`src/rtl/cpu_sequencer_if.sv`:
```
// rtl/cpu_sequencer_if.sv - control bundle between the sequencer and the sysbus datapath
interface cpu_sequencer_if #(
    parameter int OP_W = 3
);
    logic [OP_W-1:0] op;
    logic            z_flag;
    logic            PC_bus;
    logic            load_PC;
    logic            INC_PC;
    logic            load_IR;
    logic            Addr_bus;
    logic            ACC_bus;
    logic            load_ACC;
    logic            ALU_ACC;
    logic            ALU_add;
    logic            ALU_sub;
    logic            load_MAR;
    logic            load_MDR;
    logic            MDR_bus;
    logic            CS;
    logic            R_NW;

    // Sequencer side: receives opcode and zero flag, drives every strobe.
    modport master (
        input  op, z_flag,
        output PC_bus, load_PC, INC_PC, load_IR, Addr_bus, ACC_bus, load_ACC,
               ALU_ACC, ALU_add, ALU_sub, load_MAR, load_MDR, MDR_bus, CS, R_NW
    );

    // Datapath side: supplies opcode and zero flag, obeys the strobes.
    modport slave (
        output op, z_flag,
        input  PC_bus, load_PC, INC_PC, load_IR, Addr_bus, ACC_bus, load_ACC,
               ALU_ACC, ALU_add, ALU_sub, load_MAR, load_MDR, MDR_bus, CS, R_NW
    );
endinterface

```
`src/rtl/cpu_sequencer.sv`:
```
// rtl/cpu_sequencer.sv - Moore fetch/decode/execute sequencer for the 8-bit sysbus CPU (optional HALT state: HALT_SEQ_EN)
module cpu_sequencer #(
    parameter int WORD_W = 8,
    parameter int OP_W   = 3,
    parameter int CNT_W  = 16
) (
    input  logic             clock,
    input  logic             n_reset,
    cpu_sequencer_if.master  ctl,
    output logic             halted,
    output logic [CNT_W-1:0] instr_cnt
);

    // The opcode field must fit in a bus word.
    if (WORD_W < OP_W) begin : g_width_check
        $error("cpu_sequencer: OP_W wider than WORD_W");
    end

    localparam logic [OP_W-1:0] OP_LOAD  = OP_W'(0);
    localparam logic [OP_W-1:0] OP_STORE = OP_W'(1);
    localparam logic [OP_W-1:0] OP_ADD   = OP_W'(2);
    localparam logic [OP_W-1:0] OP_SUB   = OP_W'(3);
    localparam logic [OP_W-1:0] OP_BNE   = OP_W'(4);
    localparam logic [OP_W-1:0] OP_JMP   = OP_W'(5);
`ifdef HALT_SEQ_EN
    localparam logic [OP_W-1:0] OP_HALT  = OP_W'(7);
`endif

    typedef enum logic [3:0] {
        S_RESET  = 4'd0,
        S_FETCH0 = 4'd1,
        S_FETCH1 = 4'd2,
        S_FETCH2 = 4'd3,
        S_DECODE = 4'd4,
        S_MREAD  = 4'd5,
        S_EXEC   = 4'd6,
        S_WDATA  = 4'd7,
        S_MWRITE = 4'd8
`ifdef HALT_SEQ_EN
        ,
        S_HALT   = 4'd9
`endif
    } state_t;

    state_t          state;
    state_t          state_next;
    logic [OP_W-1:0] op_q;
    logic            retire;

    // State register; asynchronous reset abandons any instruction in flight.
    always_ff @(posedge clock or negedge n_reset) begin
        if (!n_reset) begin
            state <= S_RESET;
        end else begin
            state <= state_next;
        end
    end

    // Opcode captured in decode so later states ignore IR changes; retired count.
    always_ff @(posedge clock or negedge n_reset) begin
        if (!n_reset) begin
            op_q      <= '0;
            instr_cnt <= '0;
        end else begin
            if (state == S_DECODE) begin
                op_q <= ctl.op;
            end
            if (retire) begin
                instr_cnt <= instr_cnt + CNT_W'(1);
            end
        end
    end

    // Next-state and retire decode.
    always_comb begin
        state_next = S_FETCH0;
        retire     = 1'b0;
        case (state)
            S_RESET:  state_next = S_FETCH0;
            S_FETCH0: state_next = S_FETCH1;
            S_FETCH1: state_next = S_FETCH2;
            S_FETCH2: state_next = S_DECODE;
            S_DECODE: begin
                case (ctl.op)
                    OP_LOAD, OP_ADD, OP_SUB: state_next = S_MREAD;
                    OP_STORE:                state_next = S_WDATA;
`ifdef HALT_SEQ_EN
                    OP_HALT: begin
                        state_next = S_HALT;
                        retire     = 1'b1;
                    end
`endif
                    default: begin
                        state_next = S_FETCH0;
                        retire     = 1'b1;
                    end
                endcase
            end
            S_MREAD:  state_next = S_EXEC;
            S_EXEC: begin
                state_next = S_FETCH0;
                retire     = 1'b1;
            end
            S_WDATA:  state_next = S_MWRITE;
            S_MWRITE: begin
                state_next = S_FETCH0;
                retire     = 1'b1;
            end
`ifdef HALT_SEQ_EN
            S_HALT:   state_next = S_HALT;
`endif
            default:  state_next = S_FETCH0;
        endcase
    end

    // Strobe decode from the registered state; R_NW idles high (read).
    always_comb begin
        ctl.PC_bus   = 1'b0;
        ctl.load_PC  = 1'b0;
        ctl.INC_PC   = 1'b0;
        ctl.load_IR  = 1'b0;
        ctl.Addr_bus = 1'b0;
        ctl.ACC_bus  = 1'b0;
        ctl.load_ACC = 1'b0;
        ctl.ALU_ACC  = 1'b0;
        ctl.ALU_add  = 1'b0;
        ctl.ALU_sub  = 1'b0;
        ctl.load_MAR = 1'b0;
        ctl.load_MDR = 1'b0;
        ctl.MDR_bus  = 1'b0;
        ctl.CS       = 1'b0;
        ctl.R_NW     = 1'b1;
        halted       = 1'b0;
        case (state)
            S_FETCH0: begin
                ctl.PC_bus   = 1'b1;
                ctl.load_MAR = 1'b1;
                ctl.INC_PC   = 1'b1;
                ctl.load_PC  = 1'b1;
            end
            S_FETCH1: ctl.CS = 1'b1;
            S_FETCH2: begin
                ctl.MDR_bus = 1'b1;
                ctl.load_IR = 1'b1;
            end
            S_DECODE: begin
                case (ctl.op)
                    OP_LOAD, OP_STORE, OP_ADD, OP_SUB: begin
                        ctl.Addr_bus = 1'b1;
                        ctl.load_MAR = 1'b1;
                    end
                    OP_BNE: begin
                        ctl.Addr_bus = !ctl.z_flag;
                        ctl.load_PC  = !ctl.z_flag;
                    end
                    OP_JMP: begin
                        ctl.Addr_bus = 1'b1;
                        ctl.load_PC  = 1'b1;
                    end
                    default: ;
                endcase
            end
            S_MREAD:  ctl.CS = 1'b1;
            S_EXEC: begin
                ctl.MDR_bus  = 1'b1;
                ctl.load_ACC = 1'b1;
                ctl.ALU_ACC  = 1'b1;
                ctl.ALU_add  = (op_q == OP_ADD);
                ctl.ALU_sub  = (op_q == OP_SUB);
            end
            S_WDATA: begin
                ctl.ACC_bus  = 1'b1;
                ctl.load_MDR = 1'b1;
            end
            S_MWRITE: begin
                ctl.CS   = 1'b1;
                ctl.R_NW = 1'b0;
            end
`ifdef HALT_SEQ_EN
            S_HALT:   halted = 1'b1;
`endif
            default: ;
        endcase
    end

endmodule

```
`src/flat_wrapper.sv`:
```
// flat-port wrapper written by rule: the top's interface ports become plain ports
module cpu_sequencer_flat 
#(
    parameter int WORD_W = 8,
    parameter int OP_W   = 3,
    parameter int CNT_W  = 16
)
  (clock, n_reset, halted, instr_cnt, ctl_op, ctl_z_flag, ctl_PC_bus, ctl_load_PC, ctl_INC_PC, ctl_load_IR, ctl_Addr_bus, ctl_ACC_bus, ctl_load_ACC, ctl_ALU_ACC, ctl_ALU_add, ctl_ALU_sub, ctl_load_MAR, ctl_load_MDR, ctl_MDR_bus, ctl_CS, ctl_R_NW);
  cpu_sequencer_if #(.OP_W(OP_W)) ctl_i ();
  input  logic clock;
  input  logic n_reset;
  output logic halted;
  output logic [CNT_W-1:0] instr_cnt;
  input wire logic [$bits(ctl_i.op)-1:0] ctl_op;
  input wire logic [$bits(ctl_i.z_flag)-1:0] ctl_z_flag;
  output wire logic [$bits(ctl_i.PC_bus)-1:0] ctl_PC_bus;
  output wire logic [$bits(ctl_i.load_PC)-1:0] ctl_load_PC;
  output wire logic [$bits(ctl_i.INC_PC)-1:0] ctl_INC_PC;
  output wire logic [$bits(ctl_i.load_IR)-1:0] ctl_load_IR;
  output wire logic [$bits(ctl_i.Addr_bus)-1:0] ctl_Addr_bus;
  output wire logic [$bits(ctl_i.ACC_bus)-1:0] ctl_ACC_bus;
  output wire logic [$bits(ctl_i.load_ACC)-1:0] ctl_load_ACC;
  output wire logic [$bits(ctl_i.ALU_ACC)-1:0] ctl_ALU_ACC;
  output wire logic [$bits(ctl_i.ALU_add)-1:0] ctl_ALU_add;
  output wire logic [$bits(ctl_i.ALU_sub)-1:0] ctl_ALU_sub;
  output wire logic [$bits(ctl_i.load_MAR)-1:0] ctl_load_MAR;
  output wire logic [$bits(ctl_i.load_MDR)-1:0] ctl_load_MDR;
  output wire logic [$bits(ctl_i.MDR_bus)-1:0] ctl_MDR_bus;
  output wire logic [$bits(ctl_i.CS)-1:0] ctl_CS;
  output wire logic [$bits(ctl_i.R_NW)-1:0] ctl_R_NW;
  assign ctl_i.op = ctl_op;
  assign ctl_i.z_flag = ctl_z_flag;
  assign ctl_PC_bus = ctl_i.PC_bus;
  assign ctl_load_PC = ctl_i.load_PC;
  assign ctl_INC_PC = ctl_i.INC_PC;
  assign ctl_load_IR = ctl_i.load_IR;
  assign ctl_Addr_bus = ctl_i.Addr_bus;
  assign ctl_ACC_bus = ctl_i.ACC_bus;
  assign ctl_load_ACC = ctl_i.load_ACC;
  assign ctl_ALU_ACC = ctl_i.ALU_ACC;
  assign ctl_ALU_add = ctl_i.ALU_add;
  assign ctl_ALU_sub = ctl_i.ALU_sub;
  assign ctl_load_MAR = ctl_i.load_MAR;
  assign ctl_load_MDR = ctl_i.load_MDR;
  assign ctl_MDR_bus = ctl_i.MDR_bus;
  assign ctl_CS = ctl_i.CS;
  assign ctl_R_NW = ctl_i.R_NW;
  cpu_sequencer #(.WORD_W(WORD_W), .OP_W(OP_W), .CNT_W(CNT_W)) u_core (.clock(clock), .n_reset(n_reset), .ctl(ctl_i), .halted(halted), .instr_cnt(instr_cnt));
endmodule
```
`config.mk`:
```
export PLATFORM = sky130hd
export DESIGN_NAME = cpu_sequencer_flat
export DESIGN_NICKNAME = d
export VERILOG_FILES = /design/src/rtl/cpu_sequencer_if.sv /design/src/rtl/cpu_sequencer.sv /design/src/flat_wrapper.sv
export SDC_FILE = /design/constraint.sdc
export NUM_CORES = 1
export LEC_CHECK = 0
export ABC_CLOCK_PERIOD_IN_PS = 3600
export CAP_MARGIN = 40
export CORE_MARGIN = 1.5
export CORE_UTILIZATION = 30
export CTS_CLUSTER_DIAMETER = 80
export CTS_CLUSTER_SIZE = 16
export DETAILED_ROUTE_END_ITERATION = 6
export GPL_TIMING_DRIVEN = 0
export PLACE_DENSITY = 0.61
export SYNTH_ARGS = -nofsm -noshare
export SYNTH_HDL_FRONTEND = slang
export SYNTH_SLANG_ARGS = --single-unit
```
`constraint.sdc`:
```
create_clock -name clock -period 3.6 [get_ports clock]
set_input_delay 1.08 -clock clock [delete_from_list [all_inputs] [get_ports clock]]
set_output_delay 1.08 -clock clock [all_outputs]
set_load 0.1 [all_outputs]
```
==> results.md <==
* Max Transition Viols Final at 0
* Top-area cell type share of the netlist area at 46.56%
* Count of boundary I/O pins at 38
* Die outline area at 0.004515 mm^2
* Arrival time of the worst setup path at 2.34 ns
* Number of enable-type register cells in the synthesized netlist at 0
* Layout cells sized above 1 at 31.41%
* Filler instances at 333
* Hold worst-path end: u_core.instr_cnt[15]
* Worst IR drop on VDD at 287.9 uV
* Ratio of routed vias to standard cells at 4.763
* Vias in the first global route at 1,121
* Worst relative slew slack at 56.08%
* Transition time at the pin with the least slew margin at 0.6405 ns
* Pwr Total at 1.619 mW
* CTS Hold Buffers Added at 0
* Clock tree from TritonCTS: built
* Per-instance average area after synthesis at 10.05 um^2
* Highest achievable clock rate at 0.2926 GHz
* Clock-pin transition on the worst setup and hold timing paths at 0.08 ns
* Hold_ws at 0.4822 ns
* Share of flip-flops with an asynchronous set or reset after synthesis at 100.0%
* End-of-flow core utilization at 56.21%
* First drt pass iteration count at 4
* Status: completed
* Most common cell in the netlist: sky130_fd_sc_hd__dfrtp_1
* Effective utilization at floorplan at 31.13%
* GRT Residual Overflow at 0
* Worst reg-to-reg path cell count at 6
* # nets final at 199
* Leak Pwr at 1.019 nW
* Leading post-synthesis cells by instance count: sky130_fd_sc_hd__dfrtp_1, sky130_fd_sc_hd__xor2_1, sky130_fd_sc_hd__nor2_1
* Net count after synthesis at 130
* Period minus WS final at 3.418 ns
* Port-buffer cells at 36
* Antenna Diode Count at 0
* H-tree depth at 1
* Latest clock arrival within the worst-skew pair at 0.27 ns
* Distinct cell type count after synthesis at 34
* Antenna violations before repair at 0
* Post-CTS Repair Setup Buffers at 0
* Final period utilization at 94.95%
* Synthesized netlist cell count at 123
* Synthesis warning total at 0
* Area growth from synthesis to final layout at 80.57%
* CTS Buf Count at 3
* Maximum Capacitance Violations at 0
* Final Skew at 0.008684 ns
* Total track usage at 15.47%
* Power density over cell area at 725.3 mW/mm^2
* Register area at 575.6 um^2
* Post-synth design cell area at 0.001236 mm^2
* Placeable core region at 0.003971 mm^2
* Drt wl/cell at 13.33 um
* Clock sink count at 23
* Seq cells post-synth at 23
* Unrepaired setup endpoints after global routing: false
* Post-route insts no fill at 241
* DP Cell Count at 241
* Flip-flop cell with the highest count after synthesis: sky130_fd_sc_hd__dfrtp_1
* Origin of the critical flop-to-flop path: u_core.state[1]
* Half-perimeter wire length of the detailed placement result at 2.508 mm
* Main area contributors after synthesis: sky130_fd_sc_hd__dfrtp_1, sky130_fd_sc_hd__xor2_1, sky130_fd_sc_hd__mux2_2
* Post-route DRC violation count at 0
* Root buffer cell: sky130_fd_sc_hd__clkbuf_8
* Pin count of the biggest net entering global routing at 17
* Number of violations reported at the end of detailed-routing iteration 0 at 47
* Number of vias after detailed routing at 1,148
* Horiz. Die Dim at 67.19 um
* Global-route wire length before repair at 5.306 mm
* Multi-input gate area at 653.1 um^2
* Fin. Hold Viols at 0
* Worst setup path category: in2out
* Overall routed net length at 3.213 mm
* Flop2flop setup slack at 1.65 ns
* Row count at 23
* Setup slack of the critical path after layout at 0.1819 ns
* Worst min-delay path class: reg2reg
* Cell type with the highest aggregate area in the netlist: sky130_fd_sc_hd__dfrtp_1
* Sequential area share after synthesis at 46.56%
* Worst hold path stage count at 1
* Reg2reg end: u_core.instr_cnt[15]
* Startpoint Class: primary input
* Final setup violation count at 0
* Max FO, Critical Path at 3
* Die Y at 67.19 um
* RD Place Congestion at 0.8005
* Buffers from clock root to sink, at most at 2
* Final ANT Viol Nets at 0
* Hold Startpoint: u_core.instr_cnt[15]
* Req. time, crit path at 2.52 ns
* Worst Setup End Kind: primary output
* Pre-CTS WS at -0.4193 ns
## timing repair
| action | CTS | global route |
|---|---|---|
| hold endpoints to repair | 0 | 0 |
| endpoints found under the setup margin | 4 | 1 |
| pin swaps | 0 | 3 |
| resized for setup | 4 | 1 |
## flip-flops by register name, summed over array words and instances, names as in the netlist
name,count
u_core.instr_cnt,16
u_core.op_q,3
u_core.state,4
## per-stage QoR
stage / cell area, um^2 / setup TNS [ns]
2_1_floorplan: 1295 / -0.3646
6_report: 2232 / 0
3_3_place_gp: 1718 / -2.083
3_5_place_dp: 2198 / -0.7779
4_1_cts: 2230 / 0
5_1_grt: 2232 / 0
## metal layers
metal	wire length [um]	share of wire (%)	GRT usage (%)	up-vias
met3	131	4.1	3.000	2
met1	1413	44	17.88	558
met4	11	0.34	3.061	0
met2	1657	52	29.46	32
met5	0	0	0	-
li1	-	-	-	556
## kinds of logic (layout without fill, tap and decap cells)
family	Yosys count	in the layout	share of synthesized area (%)
AO/OA/AOI/OAI	9	9	5.060
flip-flops	23	23	46.56
buffers and inverters	13	81	5.668
other	1	1	0.3034
XOR/XNOR	16	16	11.34
multiplexers	6	6	5.364
AND/OR/NAND/NOR	54	54	24.70
adder cells (fa/ha/maj)	1	1	1.012
## power by group
group | internal [mW] | switching [mW] | leakage [nW]
sequential | 0.311 | 0.0575 | 0.300
clock | 0.0772 | 0.0841 | 0.0255
combinational | 0.394 | 0.695 | 0.694
total | 0.782 | 0.837 | 1.02
## worst max-delay path by stage
stage,startpoint,endpoint,slack [ns],cells after the start
6_report,ctl_op[1],ctl_load_PC,0.18,5
3_5_place_dp,ctl_op[0],ctl_load_PC,-0.42,7
3_3_place_gp,ctl_op[0],ctl_load_PC,-0.80,6
5_1_grt,ctl_op[1],ctl_load_PC,0.06,5
2_1_floorplan,ctl_op[0],ctl_load_PC,-0.17,4
4_1_cts,ctl_op[0],ctl_load_PC,0.08,6
## cells in the final DEF, fill, tap and decap left out, types with 2 or more instances in the layout
cell	count
sky130_fd_sc_hd__clkdlybuf4s50_1	32
sky130_fd_sc_hd__buf_8	29
sky130_fd_sc_hd__dfrtp_1	23
sky130_fd_sc_hd__xor2_1	15
sky130_fd_sc_hd__nand2_1	10
sky130_fd_sc_hd__nor2_1	10
sky130_fd_sc_hd__nor3_1	7
sky130_fd_sc_hd__buf_4	5
sky130_fd_sc_hd__mux2_2	5
sky130_fd_sc_hd__nand2b_1	4
sky130_fd_sc_hd__nor4_1	4
sky130_fd_sc_hd__inv_1	3
sky130_fd_sc_hd__nand3_1	3
sky130_fd_sc_hd__clkbuf_8	3
sky130_fd_sc_hd__buf_12	3
sky130_fd_sc_hd__clkbuf_1	2
sky130_fd_sc_hd__buf_2	2
sky130_fd_sc_hd__nor3_4	2
sky130_fd_sc_hd__nand3b_1	2
sky130_fd_sc_hd__a211oi_2	2
sky130_fd_sc_hd__o21a_1	2
sky130_fd_sc_hd__nand4_1	2
## critical path, stage by stage
cell and delay (ns):
sky130_fd_sc_hd__clkdlybuf4s50_1 0.47, sky130_fd_sc_hd__a21oi_2 0.17, sky130_fd_sc_hd__nand4b_1 0.12, sky130_fd_sc_hd__a211oi_2 0.28, sky130_fd_sc_hd__buf_12 0.21
## layout make-up
class,instances,area share (%)
buffer,9,2.466
clock buffer,3,1.850
clock inverter,1,0.2242
inverter,3,0.5045
multi-input combinational,87,29.26
sequential,23,25.78
tap,50,2.803
timing repair buffer,65,37.11
(Power assumes the default switching activity.)
